[src/rtl/vga_wr_arbiter.sv]
// vga_wr_arbiter: shares the framebuffer write port between the CPU datapath and
// a full-screen fill engine. The CPU normally wins arbitration, but once it has
// taken STARVE consecutive slots while a fill is pending, the fill gets the next slot.
module vga_wr_arbiter #(
  parameter int XW     = 8,
  parameter int YW     = 8,
  parameter int XMAX   = 159,
  parameter int YMAX   = 119,
  parameter int STARVE = 4
) (
  input  logic          clk,
  input  logic          reset,
  input  logic          cpu_req,
  input  logic [XW-1:0] cpu_x,
  input  logic [YW-1:0] cpu_y,
  input  logic          cpu_pix,
  output logic          cpu_gnt,
  input  logic          fill_start,
  input  logic          fill_abort,
  input  logic          fill_pix,
  output logic          fill_busy,
  output logic          fill_done,
  output logic [XW-1:0] vga_x,
  output logic [YW-1:0] vga_y,
  output logic          vga_pix,
  output logic          vga_we
);

  localparam int SW = $clog2(STARVE + 1);
  localparam logic [XW-1:0] X_LAST = XW'(XMAX);
  localparam logic [YW-1:0] Y_LAST = YW'(YMAX);
  localparam logic [SW-1:0] S_LIM  = SW'(STARVE);

  typedef enum logic {IDLE = 1'b0, FILL = 1'b1} state_t;

  state_t        state_reg, state_next;
  logic [XW-1:0] fx_reg;
  logic [YW-1:0] fy_reg;
  logic [SW-1:0] starve_reg;
  logic          pix_reg;
  logic          fill_we;
  logic          last_pix;

  assign last_pix  = (fx_reg == X_LAST) && (fy_reg == Y_LAST);
  assign fill_busy = (state_reg == FILL);

  // State register
  always_ff @(posedge clk or negedge reset) begin
    if (!reset) state_reg <= IDLE;
    else        state_reg <= state_next;
  end

  // Next-state: enter FILL on start, leave on abort or after the last pixel
  always_comb begin
    state_next = state_reg;
    case (state_reg)
      IDLE: if (fill_start) state_next = FILL;
      FILL: if (fill_abort || (fill_we && last_pix)) state_next = IDLE;
      default: state_next = IDLE;
    endcase
  end

  // Slot arbitration; cpu_gnt is forced low while reset is held
  always_comb begin
    cpu_gnt = 1'b0;
    fill_we = 1'b0;
    case (state_reg)
      IDLE: cpu_gnt = cpu_req;
      FILL: begin
        // an abort cycle never writes fill data, so the CPU may always take it
        cpu_gnt = cpu_req && (fill_abort || (starve_reg < S_LIM));
        fill_we = !fill_abort && !cpu_gnt;
      end
      default: ;
    endcase
    if (!reset) cpu_gnt = 1'b0;
  end

  // Fill raster position, starvation counter and latched fill value
  always_ff @(posedge clk or negedge reset) begin
    if (!reset) begin
      fx_reg     <= '0;
      fy_reg     <= '0;
      starve_reg <= '0;
      pix_reg    <= 1'b0;
    end else if (state_reg == IDLE) begin
      if (fill_start) begin
        fx_reg     <= '0;
        fy_reg     <= '0;
        starve_reg <= '0;
        pix_reg    <= fill_pix;
      end
    end else if (fill_we) begin
      starve_reg <= '0;
      if (fx_reg == X_LAST) begin
        fx_reg <= '0;
        // the last row is never stepped past; the fill ends there
        if (fy_reg != Y_LAST) fy_reg <= fy_reg + 1'b1;
      end else begin
        fx_reg <= fx_reg + 1'b1;
      end
    end else if (cpu_gnt && !fill_abort) begin
      starve_reg <= starve_reg + 1'b1;
    end
  end

  // Registered write port: the granted write appears one cycle later
  always_ff @(posedge clk or negedge reset) begin
    if (!reset) begin
      vga_x     <= '0;
      vga_y     <= '0;
      vga_pix   <= 1'b0;
      vga_we    <= 1'b0;
      fill_done <= 1'b0;
    end else begin
      vga_we    <= cpu_gnt || fill_we;
      fill_done <= fill_we && last_pix;
      if (cpu_gnt) begin
        vga_x   <= cpu_x;
        vga_y   <= cpu_y;
        vga_pix <= cpu_pix;
      end else if (fill_we) begin
        vga_x   <= fx_reg;
        vga_y   <= fy_reg;
        vga_pix <= pix_reg;
      end
    end
  end

endmodule

[config.mk]
export PLATFORM = sky130hd
export DESIGN_NAME = vga_wr_arbiter
export DESIGN_NICKNAME = d
export VERILOG_FILES = /design/src/rtl/vga_wr_arbiter.sv
export SDC_FILE = /design/constraint.sdc
export NUM_CORES = 1
export LEC_CHECK = 0
export CAP_MARGIN = 10
export CORE_AREA = 2 2 64 66
export CTS_CLUSTER_SIZE = 20
export DETAILED_ROUTE_END_ITERATION = 8
export DIE_AREA = 0 0 66 68
export PLACE_DENSITY = 0.81
export SYNTH_ARGS = -nofsm -noshare
export SYNTH_HDL_FRONTEND = slang
export SYNTH_SLANG_ARGS = --single-unit
[constraint.sdc]
create_clock -name clk -period 4.3 [get_ports clk]
set_input_delay 0.43 -clock clk [delete_from_list [all_inputs] [get_ports clk]]
set_output_delay 0.43 -clock clk [all_outputs]
set_load 0.01 [all_outputs]
==> metrics.md, run 1 <==
| Metric | Value |
|---|---|
| Clock transition at path regs | 0.07 ns |
| Cell variety after synth | 35 |
| Worst min-delay path category | in2async |
| Min cycle time layout | between 2 and 3 ns |
| Max-Cap Viols | 0 |
| Syn Inst Count | 191 |
| # hold bufs at CTS | 0 |
| Drt wl/cell | approximately 16 um |
| Worst-margin pin slew | ~0.64 ns |
| Sink Count | 40 |
| Final setup fails | 0 |
| Ports | 44 |
| Fin Setup TNS | 0 ns |
| First-pass GRT wire length | 7.817 mm |
| Critical Path Fanout Max | 18 |
| R2R cell count | 8 |
| Synth warn | 0 |
| Total number of vias | between 1500 and 2000 |
| Reg2Reg Launch Point | fill_busy$_DFF_PN0_ |
| Status | finished clean |
| Setup crit end | cpu_gnt |
| Inserted Clock Buffers | 5 |
| Asr flop ratio synth | 100.0% |
| Starting Density | 49.84% |
| Synth area leader | dfrtp_1 |
| Max clock buf depth | 2 |
| Final HPWL DP | 3.150 mm |
| Global route overflow | 0 |
| Synthesized area | between 0.0015 and 0.002 sq mm |
| Worst reg2reg setup slack | between 2 and 2.5 ns |
| Final hold vios | 0 |
| Maximum vdd drop | approximately 0.29 mV |
| Maximum clock rate | 377.3 MHz |
| Placed Area | ~0.0024 sq mm |
| Post-Layout Inst Area | around 0.0025 sq mm |
| Post-synthesis net count | 217 |
| Die width | around 66 um |
| CTS tree | built |
| Register area | roughly 0.001 sq mm |
| Number of global-route vias before repair | ~1600 |
| Worst Path Arrival | ~2.2 ns |
| Yosys reg bits | 40 |
| Fraction of layout cells with a size suffix above 1 | between 7 and 8% |
| Worst skew pair latency | roughly 0.30 ns |
| R2R Path End | starve_reg[0]$_DFFE_PN0P_ |
| Synth top area cells | dfrtp_1 (52%), a222oi_1 (8.9%), inv_1 (3.9%), nand2_1 (3.9%), o21ai_0 (3.1%) |
| Post-route insts no fill | slightly below 300 |
| Die Area | ~0.0045 sq mm |
| Largest net degree at the start of global routing | 43 |
| Layout fillers | around 320 |
| Final worst path period share | 61.64% |
| Critical Path End Type | primary output |
| Row cnt | 23 |
| 1st-iter DRT viols | 155 |
| Max-Slew Margin vs Limit | a little under three fifths |
| Cts repair resizes | 0 |
| Post-synth top area share | ~52% |
| Port bufs | 43 |
| Pleak | between 1 and 1.5 nW |
| Antenna violations before repair | 0 |
| Antenna cell count | 0 |
| H-tree levels | 2 |
| Area grow syn2layout | 32.16% |
| Multi-input logic area | between 800 and 900 sq um |
| # DRC | 0 |
| Crit start category | register |
| Vias per cell | approximately 5.7 |
| Placed cell count | between 200 and 300 |
| Post-DRT Antenna Nets | 0 |
| Gr usage total | 23.61% |
| Design Power | between 1 and 1.5 mW |
| Max-slew violations | 0 |
| Main synth FF type | dfrtp_1 |
| Most common cell in the synthesized netlist | dfrtp_1 |
| Postcts setup bufs | 0 |
| Util after Layout | 65.87% |
| Critical path class | reg2out |
| Most frequent cells after synthesis | dfrtp_1 (40), inv_1 (20), nand2_1 (20) |
| Unrepaired setup endpoints after global routing | false |
| Clock skew | between 0.006 and 0.007 ns |
| Power per cell area | ~440 mW/mm^2 |
| Root buffer cell | clkbuf_8 |
| Die Span Y | between 60 and 70 um |
| Placer congestion estimate | around 0.87 |
| Worst setup startpoint | fill_busy$_DFF_PN0_ |
| DR pass1 iterations | 8 |
| Synth Area per Inst | slightly above 10 sq um |
| Post-synth EDFFs | 0 |
| Core area | 0.003856 sq mm |
| Register area share after synthesis | 52.08% |
| Required time of the worst setup path | slightly below 4 ns |
| Drt total wl | ~4.7 mm |
| Nets | 264 |
[where the power goes]
| group | total [mW] | switching, mW | leakage [nW] | internal [mW] |
|---|---|---|---|---|
| registers | 0.525 | 0.0843 | 0.521 | 0.441 |
| logic | 0.264 | 0.125 | 0.555 | 0.139 |
| clock network | 0.336 | 0.131 | 0.0645 | 0.205 |
| total | 1.13 | 0.340 | 1.14 | 0.785 |
[per-stage QoR]
stage               setup slack, ns  hold slack, ns
finish                        1.649          0.1911
global placement              1.875          0.4754
detailed placement            1.834          0.4760
floorplan                     2.351          0.1344
CTS                           1.647          0.2043
global route                  1.472          0.2354
[cells in the final DEF, fill, tap and decap left out, drive strengths merged, types with 2 or more instances in the layout]
master	Yosys	routed
a21oi	7	7
a222oi	17	17
and3	2	2
buf	0	5
clkbuf	7	7
clkdlybuf4s50	0	42
dfrtp	40	40
ha	3	3
inv	20	20
mux2i	2	2
nand2	20	20
nand2b	5	5
nand3	9	9
nand4	7	7
nor2	11	11
nor2b	3	3
nor3	3	3
nor3b	2	2
o211ai	2	2
o21ai	14	14
o31ai	2	2
or4	2	2
[kinds of logic (layout without fill, tap and decap cells)]
family / after synthesis / in the layout / synth area share (%)
simple gates: 71 / 71 / 19.99
fa+ha+maj: 3 / 3 / 1.953
buf+inv: 27 / 75 / 5.274
compound gates: 46 / 46 / 18.75
xor+xnor: 2 / 2 / 0.9116
mux: 2 / 2 / 1.042
flops: 40 / 40 / 52.08
[routing by layer]
metal / share of wire, % / GRT usage [%] / wire (um) / vias to the layer above
li1: - / - / - / 798
met1: 45 / 32.05 / 2080 / 775
met2: 46 / 36.36 / 2162 / 69
met3: 7.3 / 5.921 / 340 / 8
met4: 1.9 / 9.949 / 87 / 0
met5: 0 / 0 / 0 / -
[worst min path at each step]
stage,cells past startpoint,startpoint,end
after detailed placement,2,pix_reg$_DFFE_PN0P_,pix_reg$_DFFE_PN0P_
after CTS,2,reset,vga_y[2]$_DFFE_PN0P_
after global routing,2,reset,vga_x[4]$_DFFE_PN0P_
after floorplan,0,reset,fill_busy$_DFF_PN0_
final,2,reset,vga_x[2]$_DFFE_PN0P_
after global placement,2,pix_reg$_DFFE_PN0P_,pix_reg$_DFFE_PN0P_
[area by class of cell]
class | instances | share of cell area, %
Sequential cell | 40 | 39.41
Timing Repair Buffer | 47 | 17.93
Tap cell | 50 | 2.463
Clock buffer | 7 | 3.793
Multi-Input combinational cell | 124 | 32.27
Clock inverter | 1 | 1.182
Inverter | 20 | 2.956
[worst max-delay path: stages, from the launching register on]
cell,delay [ns]
dfrtp_1,0.68
nor2b_1,0.41
a21oi_1,0.12
buf_4,0.21
clkdlybuf4s50_1,0.49
No activity file was read; power rests on OpenSTA's default activity.
==> run 2: changes to the inputs <==
--- a/config.mk
+++ b/config.mk
@@ -6,11 +6,11 @@
 export NUM_CORES = 1
 export LEC_CHECK = 0
 export CAP_MARGIN = 10
-export CORE_AREA = 2 2 64 66
+export CORE_AREA = 2 2 66 68
 export CTS_CLUSTER_SIZE = 20
 export DETAILED_ROUTE_END_ITERATION = 8
-export DIE_AREA = 0 0 66 68
-export PLACE_DENSITY = 0.81
+export DIE_AREA = 0 0 68 70
+export PLACE_DENSITY = 0.77
 export SYNTH_ARGS = -nofsm -noshare
 export SYNTH_HDL_FRONTEND = slang
 export SYNTH_SLANG_ARGS = --single-unit
==> constraint.sdc (replaced) <==
create_clock -name clk -period 2.5 [get_ports clk]
set_input_delay 0.25 -clock clk [delete_from_list [all_inputs] [get_ports clk]]
set_output_delay 0.25 -clock clk [all_outputs]
set_load 0.01 [all_outputs]
==> run 2 against run 1 <==
Highest routed layer unchanged. Die area up 6.1%. Sequential share of layout area rose by 0.37 points. Combinational power grew 77%. Wire length fell by 2.7%. Critical path type unchanged. Register-to-register slack worse by 1.7 ns.
==> metrics.md, run 2 (synthesis gave the netlist of run 1 again) <==
| Metric | Value |
|---|---|
| Status | finished clean |
| CTS tree | built |
| Drt total wl | 4.548 mm |
| Final setup fails | 0 |
| Nets | roughly 270 |
| Number of global-route vias before repair | roughly 1600 |
| Gr usage total | 21.48% |
| Critical Path End Type | primary output |
| Pre-CTS WS | between 0.4 and 0.5 ns |
| Die Span Y | 70 um |
| Critical Path Fanout Max | 7 |
| Final hold vios | 0 |
| Row cnt | 24 |
| Root buffer cell | clkbuf_8 |
| Core area | just over 0.004 sq mm |
| Worst Path Arrival | between 1.5 and 2 ns |
| Most frequent cells in the layout | clkdlybuf4s50_1 (42), dfrtp_1 (40), nand2_1 (20), inv_1 (20), a222oi_1 (17) |
| Total number of vias | approximately 1700 |
| Global route overflow | 0 |
| Max-Slew Margin vs Limit | 60.63% |
| Antenna cell count | 0 |
| Max-Cap Viols | 0 |
| Unrepaired setup endpoints after global routing | false |
| Placer congestion estimate | roughly 0.86 |
| Post-DRT Antenna Nets | 0 |
| Antenna violations before repair | 0 |
| Drt wl/cell | about 16 um |
| Maximum vdd drop | about 0.43 mV |
| # hold bufs at CTS | 0 |
| Die width | 68 um |
| Area grow syn2layout | 30.92% |
| Worst min-delay path category | in2async |
| Maximum clock rate | between 400 and 500 MHz |
| Final worst path period share | 83.23% |
| Worst skew pair latency | between 0.2 and 0.3 ns |
| Port bufs | 43 |
| Pleak | 1.133 nW |
| Layout fillers | 365 |
| First-pass GRT wire length | 7.769 mm |
| # DRC | 0 |
| Worst-path cell chain | nor2b_1, a21oi_1, clkdlybuf4s50_1 |
| Clock transition at path regs | 0.07 ns |
| Crit start category | register |
| Worst-margin pin slew | 0.5905 ns |
| Worst hold slack | roughly 0.031 ns |
| Critical path class | reg2out |
| Largest net degree at the start of global routing | 42 |
| Fin worst setup slack | 0.4192 ns |
| Postcts setup bufs | 0 |
| Min cycle time layout | roughly 2.1 ns |
| Cts repair resizes | 0 |
| Fraction of layout cells with a size suffix above 1 | under 10% |
| Die Area | 0.004760 sq mm |
| Sink Count | 40 |
| Inserted Clock Buffers | 5 |
| Vias per cell | 5.805 |
| Slowest CP cell | clkdlybuf4s50_1 |
| Crit-path max cell delay | roughly 0.50 ns |
| H-tree levels | 2 |
| Ports | 44 |
| Max-slew violations | 0 |
| Starting Density | roughly 46% |
| Fin Setup TNS | 0 ns |
| DR pass1 iterations | 9 |
| Max clock buf depth | 2 |
| 1st-iter DRT viols | 190 |
| Required time of the worst setup path | approximately 2.3 ns |
| Final HPWL DP | roughly 3.2 mm |
| Clock skew | 0.004785 ns |
| Commonest non-fill, non-tap cell in the layout | clkdlybuf4s50_1 |
| Power per cell area | about 700 mW/mm^2 |
run 2: cell count changes in the layout (fill, tap and decap cells not counted):
cell	delta
clkbuf_8	-2
clkinv_2	+1
buf_4	+3
clkbuf_1	+1
bufinv_16	-1
run 2: worst paths after layout:
check | startpoint | end | slack, ns | depth (start not counted)
worst max-delay path | fill_busy$_DFF_PN0_ | cpu_gnt | 0.42 | 3
worst min-delay path | reset | fill_busy$_DFF_PN0_ | 0.03 | 2
worst max register to register | fx_reg[0]$_DFFE_PN0P_ | fy_reg[7]$_DFFE_PN0P_ | 0.42 | 6
worst min register to register | vga_y[6]$_DFFE_PN0P_ | vga_y[6]$_DFFE_PN0P_ | 0.49 | 2
max in group asynchronous | reset | fx_reg[7]$_DFFE_PN0P_ | 2.12 | 2
min in group clk | vga_y[6]$_DFFE_PN0P_ | vga_y[6]$_DFFE_PN0P_ | 0.49 | 2
run 2: per-stage QoR:
stage	instance area [sq um]	cells	util, %	power [mW]
2_1_floorplan	1922	191	-	1.122
3_3_place_gp	2439	286	58.85	1.361
3_5_place_dp	2439	286	58.85	1.373
4_1_cts	2516	293	60.72	1.777
5_1_grt	2516	293	60.72	1.874
6_report	2516	293	60.72	1.770
run 2: area by class of cell:
class / count / area, sq um / area share, %
inverter: 20 / 75.07 / 2.984
clock inverter: 1 / 5.005 / 0.1989
multi-input combinational: 124 / 819.5 / 32.57
clock buffer: 6 / 72.57 / 2.884
sequential: 40 / 1001 / 39.78
tap: 52 / 65.06 / 2.586
timing repair buffer: 50 / 478.0 / 19.00
run 2: where the power goes:
| part | switching (mW) | internal [mW] | total (mW) |
|---|---|---|---|
| Combinational | 0.221 | 0.247 | 0.467 |
| Sequential | 0.136 | 0.759 | 0.895 |
| Clock | 0.218 | 0.190 | 0.408 |
run 2: layer usage:
| layer | global-route usage [%] | up-vias | share of wire (%) |
|---|---|---|---|
| li1 | - | 805 | - |
| met2 | 30.85 | 58 | 45 |
| met4 | 6.667 | 0 | 1.4 |
| met5 | 0 | - | 0 |
| met1 | 31.89 | 832 | 46 |
| met3 | 5.153 | 6 | 6.9 |
run 2: critical path, delay by kind of cell, from the launching register on:
family | cells | cell delay [ns]
flip-flops | 1 | 0.45
AND/OR/NAND/NOR | 1 | 0.41
buffers and inverters | 1 | 0.50
AO/OA/AOI/OAI | 1 | 0.17
==> run 3: changes to the inputs <==
--- a/config.mk
+++ b/config.mk
@@ -6,11 +6,11 @@
 export NUM_CORES = 1
 export LEC_CHECK = 0
 export CAP_MARGIN = 10
-export CORE_AREA = 2 2 66 68
+export CORE_AREA = 2 2 69 71
 export CTS_CLUSTER_SIZE = 20
 export DETAILED_ROUTE_END_ITERATION = 8
-export DIE_AREA = 0 0 68 70
-export PLACE_DENSITY = 0.77
+export DIE_AREA = 0 0 71 73
+export PLACE_DENSITY = 0.74
 export SYNTH_ARGS = -nofsm -noshare
 export SYNTH_HDL_FRONTEND = slang
 export SYNTH_SLANG_ARGS = --single-unit
==> constraint.sdc (replaced) <==
create_clock -name clk -period 1.85 [get_ports clk]
set_input_delay 0.185 -clock clk [delete_from_list [all_inputs] [get_ports clk]]
set_output_delay 0.185 -clock clk [all_outputs]
set_load 0.01 [all_outputs]
==> run 3 against run 2 <==
Clock skew rose by 0.0056 ns. Via count rose by 8.1%. Worst hold slack improved by 0.37 ns. Final area rose by 12%. Total power rose by 58%. Critical endpoint is now fy_reg[7]$_DFFE_PN0P_. Largest power group unchanged.
==> metrics.md, run 3 (synthesis gave the netlist of run 1 again) <==
| Metric | Value |
|---|---|
| Pleak | between 1 and 1.5 nW |
| First-pass GRT wire length | about 8.5 mm |
| Inserted Clock Buffers | 5 |
| CTS tree | built |
| Clock skew | ~0.010 ns |
| Total number of vias | roughly 1800 |
| DR pass1 iterations | 6 |
| Drt wl/cell | 16.26 um |
| Die Span Y | 73 um |
| Drt total wl | 5.285 mm |
| Global route overflow | 0 |
| Worst-path cell chain | ha_4, nand4_1, buf_4, o21ai_4, nand3_4, or4_4, a21oi_2 |
| Worst Path Arrival | just over 2 ns |
| Max-Cap Viols | 0 |
| Slowest CP cell | or4_4 |
| Nets | just under 300 |
| Comb power frac | roughly a third |
| Final setup fails | 0 |
| # DRC | 0 |
| Final worst path period share | 98.12% |
| Post-DRT Antenna Nets | 0 |
| Antenna cell count | 0 |
| Die Area | slightly above 0.005 sq mm |
| Gr usage total | around 21% |
| Critical path class | reg2reg |
| Pint | ~1.9 mW |
| Core area | between 0.004 and 0.005 sq mm |
| Root buffer cell | clkbuf_8 |
| Sink Count | 40 |
| Sequential share of power | between 40 and 50% |
| Maximum clock rate | approximately 550 MHz |
| Final hold vios | 0 |
| Most frequent cells in the layout | clkdlybuf4s50_1 (41), dfrtp_1 (40), buf_4 (35), nand2_1 (20), inv_1 (20) |
| Max-slew violations | 0 |
| H-tree levels | 2 |
| Min cycle time layout | approximately 1.8 ns |
| Critical Path End Type | register |
| Post-route insts no fill | 325 |
| Placer congestion estimate | between 0.9 and 1 |
| Worst-margin pin slew | approximately 0.35 ns |
| Critical Path Fanout Max | 4 |
| Port bufs | 43 |
| Worst skew pair latency | about 0.30 ns |
| Final HPWL DP | between 3 and 4 mm |
| Clock power share | between 20% and 30% |
| Max clock buf depth | 2 |
| Number of global-route vias before repair | between 1500 and 2000 |
| Crit start category | register |
| Area grow syn2layout | 47.07% |
| NetSw | between 0.8 and 0.9 mW |
| Fraction of layout cells with a size suffix above 1 | 21.40% |
| Worst min-delay path category | in2async |
| Worst hold slack | roughly 0.40 ns |
| Crit-path max cell delay | roughly 0.51 ns |
| Required time of the worst setup path | approximately 2.1 ns |
| Power per cell area | 989.0 mW/mm^2 |
| Status | finished clean |
| Ports | 44 |
| Vias per cell | approximately 5.7 |
| Clock transition at path regs | 0.09 ns |
| Maximum vdd drop | 0.5950 mV |
| 1st-iter DRT viols | 178 |
| Placed cell count | approximately 310 |
| Max-Slew Margin vs Limit | between 70% and 80% |
| Antenna violations before repair | 0 |
| Commonest non-fill, non-tap cell in the layout | clkdlybuf4s50_1 |
| Starting Density | about 42% |
| Row cnt | 25 |
| Largest net degree at the start of global routing | 23 |
| Layout fillers | slightly below 400 |
| Die width | around 71 um |
| Net Sw Frac | 30.77% |
run 3: cell count changes in the layout (fill, tap and decap cells not counted), moves of 2 or more:
cell / before / now
buf_4: 7 / 35
a21oi_1: 7 / 5
a21oi_2: 0 / 2
ha_1: 3 / 1
run 3: repair_timing:
item                       CTS  global route
hold buffers                 1             0
resized for setup            2            11
pin swaps                    0             4
hold endpoints to repair    40             0
buffers inserted             0             3
setup endpoints to repair    1             8
run 3: final cells by class:
type                            count  area, sq um  area share, %
Clock buffer                        6        82.58          2.922
Clock inverter                      2        38.79          1.372
Inverter                           20        75.07          2.656
Multi-Input combinational cell    124        864.6          30.59
Sequential cell                    40         1001          35.41
Tap cell                           54        67.56          2.390
Timing Repair Buffer               79        696.9          24.66
run 3: per-stage QoR:
step	TNS [ns]	setup slack [ns]	utilization [%]	cell area, sq um	total power [mW]
after CTS	0	0.0002454	60.91	2763	2.765
after global routing	-0.01982	-0.01830	62.32	2826	2.951
final	0	0.03480	62.32	2826	2.795
after global placement	0	0.04453	57.96	2629	1.969
after floorplan	0	0.001343	-	1922	1.516
after detailed placement	-0.004631	-0.004631	57.96	2629	1.992
run 3: worst max-delay path: cells and delay by family, from the launching register on:
kind / cells / cell delay [ns]
AO/OA/AOI/OAI: 2 / 0.29
adder cells (fa/ha/maj): 1 / 0.17
buffers and inverters: 1 / 0.17
flip-flops: 1 / 0.43
AND/OR/NAND/NOR: 3 / 0.68
run 3: per-layer routing:
layer	up-vias	wire length [um]	track usage, %	share of wire (%)
met5	-	0	0	0
met4	0	55	6.918	1.0
met3	5	353	5.249	6.7
met2	69	2532	34.16	48
met1	901	2344	29.14	44
li1	863	-	-	-
run 3: path summary, 6_finish.rpt:
check / endpoint / slack, ns / cells past startpoint / from
setup / recovery: fy_reg[7]$_DFFE_PN0P_ / 0.03 / 7 / fx_reg[1]$_DFFE_PN0P_
hold / removal: vga_x[2]$_DFFE_PN0P_ / 0.40 / 3 / reset
setup reg to reg: fy_reg[7]$_DFFE_PN0P_ / 0.03 / 7 / fx_reg[1]$_DFFE_PN0P_
hold reg to reg: pix_reg$_DFFE_PN0P_ / 0.49 / 2 / pix_reg$_DFFE_PN0P_
max in group asynchronous: vga_y[0]$_DFFE_PN0P_ / 1.20 / 3 / reset
min in group clk: pix_reg$_DFFE_PN0P_ / 0.42 / 3 / fill_pix
run 3: power groups by stage:
stage | registers [mW] | logic (mW) | clock network (mW)
floorplan | 1.20 | 0.312 | 0
global placement | 1.13 | 0.844 | 0
detailed placement | 1.13 | 0.861 | 0
CTS | 1.12 | 0.867 | 0.781
global route | 1.14 | 0.987 | 0.820
finish | 1.13 | 0.900 | 0.770
